--- config.mk ---
export PLATFORM = sky130hd
export DESIGN_NAME = issue_select
export DESIGN_NICKNAME = d
export VERILOG_FILES = /design/src/rtl/issue_select.sv
export SDC_FILE = /design/constraint.sdc
export NUM_CORES = 1
export LEC_CHECK = 0
export BUFFER_PORTS_ARGS = -buffer_cell sky130_fd_sc_hd__buf_4
export CAP_MARGIN = 30
export CORE_MARGIN = 1.5
export CORE_UTILIZATION = 40
export CTS_CLUSTER_SIZE = 30
export DETAILED_ROUTE_END_ITERATION = 8
export GPL_TIMING_DRIVEN = 1
export PLACE_DENSITY = 0.7
export SYNTH_ARGS = -nofsm -noshare
export SYNTH_HDL_FRONTEND = slang
export SYNTH_SLANG_ARGS = --single-unit
--- constraint.sdc ---
create_clock -name clk -period 7.7 [get_ports clk]
set_input_delay 0.385 -clock clk [delete_from_list [all_inputs] [get_ports clk]]
set_output_delay 0.385 -clock clk [all_outputs]
set_load 0.01 [all_outputs]
--- src/rtl/issue_select.sv ---
// rtl/issue_select.sv - oldest-first hazard-checked issue select with register scoreboard
module issue_select #(
  parameter int DEPTH     = 4,
  parameter int NUM_UNITS = 4,
  localparam int UW = (NUM_UNITS > 1) ? $clog2(NUM_UNITS) : 1,
  localparam int IW = (DEPTH > 1) ? $clog2(DEPTH) : 1
) (
  input  logic                   clk,
  input  logic                   rst,
  input  logic [DEPTH-1:0]       valid,
  input  logic [DEPTH*5-1:0]     rs1,
  input  logic [DEPTH*5-1:0]     rs2,
  input  logic [DEPTH*5-1:0]     rd,
  input  logic [DEPTH-1:0]       uses_rs1,
  input  logic [DEPTH-1:0]       uses_rs2,
  input  logic [DEPTH-1:0]       uses_rd,
  input  logic [DEPTH*UW-1:0]    unit,
  input  logic [NUM_UNITS-1:0]   unit_ready,
  input  logic                   flush,
  input  logic                   wb_valid,
  input  logic [4:0]             wb_rd,
  output logic [DEPTH-1:0]       pop,
  output logic                   issue_valid,
  output logic [IW-1:0]          issue_index,
  output logic [NUM_UNITS-1:0]   issue_unit,
  output logic [31:0]            rd_busy
);

  logic [31:0]      busy;
  logic [31:0]      busy_next;
  logic [4:0]       s1 [DEPTH];
  logic [4:0]       s2 [DEPTH];
  logic [4:0]       d  [DEPTH];
  logic [UW-1:0]    u  [DEPTH];
  logic [DEPTH-1:0] rd1;
  logic [DEPTH-1:0] rd2;
  logic [DEPTH-1:0] wr;
  logic [DEPTH-1:0] elig;
  logic             ok;
  logic             found;
  logic [IW-1:0]    sel;
  logic [UW-1:0]    sel_unit;
  logic             set_en;
  logic [4:0]       set_rd;

  // Reads/writes of x0 are treated as absent so they never create hazards.
  always_comb begin
    for (int i = 0; i < DEPTH; i++) begin
      s1[i]  = rs1[5*i +: 5];
      s2[i]  = rs2[5*i +: 5];
      d[i]   = rd[5*i +: 5];
      u[i]   = unit[UW*i +: UW];
      rd1[i] = uses_rs1[i] && (s1[i] != 5'd0);
      rd2[i] = uses_rs2[i] && (s2[i] != 5'd0);
      wr[i]  = uses_rd[i] && (d[i] != 5'd0);
    end
  end

  always_comb begin
    elig = '0;
    ok   = 1'b0;
    for (int i = 0; i < DEPTH; i++) begin
      ok = valid[i] && !flush && !rst && (int'(u[i]) < NUM_UNITS) && unit_ready[u[i]];
      if (rd1[i] && busy[s1[i]]) ok = 1'b0;
      if (rd2[i] && busy[s2[i]]) ok = 1'b0;
      if (wr[i] && busy[d[i]])   ok = 1'b0;
      // Any valid older entry may still be waiting, so its register use orders this one.
      for (int j = i + 1; j < DEPTH; j++) begin
        if (valid[j]) begin
          if (wr[j] && ((rd1[i] && s1[i] == d[j]) || (rd2[i] && s2[i] == d[j]))) ok = 1'b0;
          if (wr[i] && ((rd1[j] && s1[j] == d[i]) || (rd2[j] && s2[j] == d[i]))) ok = 1'b0;
          if (wr[i] && wr[j] && d[i] == d[j]) ok = 1'b0;
        end
      end
      elig[i] = ok;
    end
  end

  always_comb begin
    found    = 1'b0;
    sel      = '0;
    sel_unit = '0;
    set_en   = 1'b0;
    set_rd   = 5'd0;
    for (int i = 0; i < DEPTH; i++) begin
      if (elig[i]) begin
        found    = 1'b1;
        sel      = IW'(i);
        sel_unit = u[i];
        set_en   = wr[i];
        set_rd   = d[i];
      end
    end
  end

  assign issue_valid = found;
  assign issue_index = sel;
  assign pop         = found ? (DEPTH'(1) << sel) : '0;
  assign issue_unit  = found ? (NUM_UNITS'(1) << sel_unit) : '0;
  assign rd_busy     = busy;

  // Set is applied after clear so an issue wins over a same-edge writeback.
  always_comb begin
    busy_next = busy;
    if (wb_valid) busy_next[wb_rd] = 1'b0;
    if (found && set_en) busy_next[set_rd] = 1'b1;
    busy_next[0] = 1'b0;
  end

  always_ff @(posedge clk) begin
    if (rst) busy <= '0;
    else     busy <= busy_next;
  end

endmodule

# After elaboration in Yosys (flattened, before gate mapping)
# Cells that the tools add are included.
# totals
register_bits	32
latchBits	0
ram_bits	0
mem_bits_ro	0
output_inout_bits	43
elab_cells	265
memories	0
# op_classes
add_sub_neg	0
multipliers	0
n_div	0
order_cmp	20
n_eq_ne	30
shifts	2
muxes	95
bitwise	3
n_reduce_logical	113
# ops
cell	n
$eq 5x5->1	30
$logic_and 1x1->1	87
$lt 5x6->1 const B	14
$mux 32	2
$mux 1	63
$bmux 1 s5	12
$reduce_bool 5->1	12
$and 32x32->32	1
$not 32->32	1
$or 32x32->32	1
$mux 5	4
$logic_or 1x1->1	12
$lt 2x3->1 const B	4
$mux 2	6
$demux 1 s5	2
$ge 5x1->1 const B	2
$bmux 1 s2	4
$mux 4	2
$shl 1x2->4 const A	2
$logic_not 1->1	2

# Depth between registers and ports, before layout
# logic_depth
word_depth	29
ltp_mapped	14
mapped_depth_nobuf	10

# Worst setup path before layout
# Ideal clock, no wire load.
# synth_timing
path_kind	input -> output
start	in rs2[7]
end	out issue_unit[1]
t_arrival_ps	3531
required_ps	7315
slack_ps	3784
path_stages	11
n_path_buf	2
path_cell_list	buf_1 > mux4_2 > mux4_2 > nand2_1 > a31oi_1 > or4_4 > nor3_4 > buf_2 > a221oi_1 > o31ai_1 > nor3b_1
# synth_via
elab_chain_cells	22
# synth_rtl
item	line_no	rtl
from (decl)	12	input logic [DEPTH*5-1:0] rs2,
branches (longest 21 deep; another with $bmux 1 s5)	--	
$mux 4 (*)	99	assign issue_unit = found ? (NUM_UNITS'(1) << sel_unit) : '0;
to (decl)	25	output logic [NUM_UNITS-1:0] issue_unit,
# Mark *: on every way between the ends. The select of a mux whose other input is x is not followed.

# Worst setup path after layout
# layout_timing
start	reg busy[27] (netlist: rd_busy[27])
end	out issue_unit[1]
# layout_via
elab_chain_cells	24
# layout_rtl
item	line_no	rtl
from (decl)	29	logic [31:0] busy;
from (signal assigned)	112	else busy <= busy_next;
$bmux 1 s5	64	if (rd1[i] && busy[s1[i]]) ok = 1'b0;
$mux 1 (not written as such)	64	
$logic_and 1x1->1	64	
$mux 1	64	
$mux 1	65	if (rd2[i] && busy[s2[i]]) ok = 1'b0;
$mux 1	66	if (wr[i] && busy[d[i]]) ok = 1'b0;
$mux 1	70	if (wr[j] && ((rd1[i] && s1[i] == d[j]) || (rd2[i] && s2[i] == d[j]))) ok = 1'b0;
$mux 1	71	if (wr[i] && ((rd1[j] && s1[j] == d[i]) || (rd2[j] && s2[j] == d[i]))) ok = 1'b0;
[5 not listed]	--	
$mux 1	69	if (valid[j]) begin
$mux 1	70	
$mux 1	71	
$mux 1	72	if (wr[i] && wr[j] && d[i] == d[j]) ok = 1'b0;
$mux 1	69	
$mux 2 (4 in a row)	86	if (elig[i]) begin
$shl 1x2->4	99	
$mux 4 (*)	99	
# Every way passes the cells marked *; elsewhere a longest branch is shown, timed or not. The select of a mux whose other input is x is not followed.

==> results_dict.tcl <==
set metrics [dict create \
    status "finished, violations left" \
    violations "design-rule violations" \
    grt_antenna_before_repair 1 \
    drive_above_1_share_pct 29.0 \
    fp-row-count 49 \
    diodes 0 \
    portBuffers 138 \
    synthArstFlopShare_pct 0 \
    initial_core_util_pct 41.1 \
    max_stage_delay_ns 0.59 \
    grt_max_degree 36 \
    post_cts_buffers 0 \
    crit_path_start_kind "register" \
    clk_pin_slew_ns 0.05 \
    fp.dieH_um 139 \
    vias 7826 \
    arrival_ns 4.25 \
    post-route-period-util_pct 60.2 \
    syn_inst 857 \
    yosysWarnings 0 \
    finalWeightedCongestion 0.994 \
    avgSynthCellArea_um2 8.67 \
    clock_latency_ns 0.28 \
    path_cells "mux4_2, mux4_2, nand2_1, a31oi_1, or4_4, nor3_4, a221oi_1, o31ai_1, nor3b_1, buf_4" \
    fin_skew_ns 0.00358 \
    ys.flop_type "dfxtp_1" \
    die_w_um 139 \
    wl_per_cell_um 26.9 \
    power.leakage_nw 3.05 \
    path_max_fanout 19 \
    critPathLaunch "rd_busy[27]$_SDFF_PP0_" \
    hpwl_um 20100 \
    pwr-share-comb_pct 45.7 \
    yosysMostFrequentCell "xnor2_1" \
    multi_input_area_um2 6260 \
    crit_required_ns 7.32 \
    cp_common_cell "mux4_2" \
    layout.area.seq_um2 621 \
    ys_types 66 \
    ir_worst_vdd_mv 0.0862 \
    post_cts_resized 0 \
    swShare_pct 36.5 \
    htreeDepth 2 \
    fin_util_pct 46.8 \
    relSlewSlack_pct 33.0 \
    cts_tree "built" \
    cts-root-buf "clkbuf_16" \
    power_density_nw_per_um2 85.0 \
    syn_area_um2 7430 \
    fp.dieArea_um2 19400 \
    pwr-share-clk_pct 30.5 \
    grt.overflow.total 0 \
    syn_nets 954 \
    final_nets 990 \
    largest_register_ffs 31 \
    worst_hold_path_type "input pin to register" \
    holdBufCountCts 0 \
    grt_pass1_wl_um 45300 \
    final-setup-viol-count 0 \
    core_um2 18100 \
    io_pins 140 \
    synth_seq_cells 31 \
    nFillCells 1737 \
    drc 13 \
    yosysSeqAreaShare_pct 8.35 \
    critPathTopFamily "simple AND/OR/NAND/NOR gates" \
    drtAntennaViolNets 0 \
    yosysTopAreaCell "mux4_2" \
    hp-start "wb_rd[0]" \
    clock.fmax_mhz 216 \
    drt_iter0_drc 1283 \
    p_seq_share_pct 23.8 \
    grt_pass1_vias 7351 \
    p_int_uw 457 \
    worstMarginPinSlew_ns 0.998 \
    cts_made_buffers 5 \
    synthTopCellsByCount "xnor2_1, mux4_2, clkbuf_1, xor2_1" \
    cap_violations 0 \
    cts.path.max_buffers 2 \
    synth_top_area_share_pct 25.2 \
    cp_slowest_cell "dfxtp_1" \
    maxSlewViolCount 0 \
    grt_use_total_pct 30.3 \
    rsz0062_at_grt "false" \
    endpoint_kind "output pin" \
    synth_edf_count 0 \
    drt-total-wl_um 30200 \
    p_switching_uw 263 \
    vias_per_cell 6.98 \
    reg2reg_from "rd_busy[23]$_SDFF_PP0_" \
    setup_tns_ns 0 \
    crit_type "register to output pin" \
    cts.sinks 31 \
    cp.buffers_inverters 1 \
    layout_min_cycle_time_ns 4.64 \
    dr.pass1.iters 8 \
    syn_to_final_growth_pct 14.1 \
    hold_viol_final 0 \
    synth_area_leaders "mux4_2, xnor2_1, dfxtp_1, xor2_1, mux2i_1" \
]
[worst paths after layout]
path | end | slack, ns | cells past startpoint
setup / recovery | issue_unit[1] | 3.06 | 10
hold / removal | rd_busy[8]$_SDFF_PP0_ | 0.53 | 5
setup reg to reg | rd_busy[10]$_SDFF_PP0_ | 3.31 | 10
hold reg to reg | rd_busy[5]$_SDFF_PP0_ | 0.73 | 3
[area by class of cell]
type	instances	area share [%]
clock buffers	6	1.52
clock inverters	1	0.354
inverters	16	0.709
multi-input cells	694	73.9
flip-flops and latches	31	7.32
well taps	229	3.38
repair buffers	145	12.8
[power groups by stage]
stage               registers, mW  clock network, mW  logic [mW]
floorplan                   0.168                  0       0.226
global placement            0.174                  0       0.319
detailed placement          0.174                  0       0.322
CTS                         0.170              0.217       0.323
global route                0.171              0.227       0.351
finish                      0.171              0.220       0.329
[cells by family after synthesis]
family | Yosys count | synth area share (%)
simple gates | 249 | 19.8
mux | 144 | 33.8
other cells | 1 | 0.0505
buf+inv | 132 | 7.39
compound gates | 150 | 13.0
xor+xnor | 150 | 17.7
flops | 31 | 8.35
[worst register-to-register path: cells and delay by family (launching register included)]
kind | cells | cell delay (ns)
AO/OA/AOI/OAI | 5 | 1.66
multiplexers | 2 | 0.84
flip-flops | 1 | 0.58
AND/OR/NAND/NOR | 3 | 1.22
[metal layers]
metal	track usage [%]	wire length (um)	part of all wire, %
met5	0	13	0.043
met3	8.53	4530	15
met2	45.9	13300	44
met4	15.7	1550	5.1
met1	39.3	10800	36
[through the flow]
step / hold slack (ns) / instances / power [mW] / instance area (um^2) / setup slack (ns)
after floorplan: 0.575 / 857 / 0.394 / 7430 / 3.78
after global placement: 0.690 / 1115 / 0.492 / 8310 / 3.37
after detailed placement: 0.703 / 1115 / 0.495 / 8310 / 3.33
after CTS: 0.530 / 1122 / 0.711 / 8470 / 3.15
after global routing: 0.560 / 1122 / 0.748 / 8470 / 2.92
final: 0.531 / 1122 / 0.720 / 8470 / 3.06
[cells in the final DEF (no fill, tap or decap), types with 5 or more instances in the layout]
master and n:
nand3_1 45, o31ai_1 6, clkbuf_16 5, mux2_2 11
dfxtp_1 31, a221oi_1 5, mux2i_1 49, or4_4 5
nand3b_1 22, a22oi_1 6, inv_1 16, buf_4 145
nor3b_1 12, xor2_1 65, nor3_1 15, mux4_2 83
o21ai_0 49, nor2b_1 23, nand2_1 35, a21oi_1 17
xnor2_1 85, or4_1 14, nor2_1 21, nor4_1 27
o21ai_1 15
No activity file was read; power rests on OpenSTA's default activity.
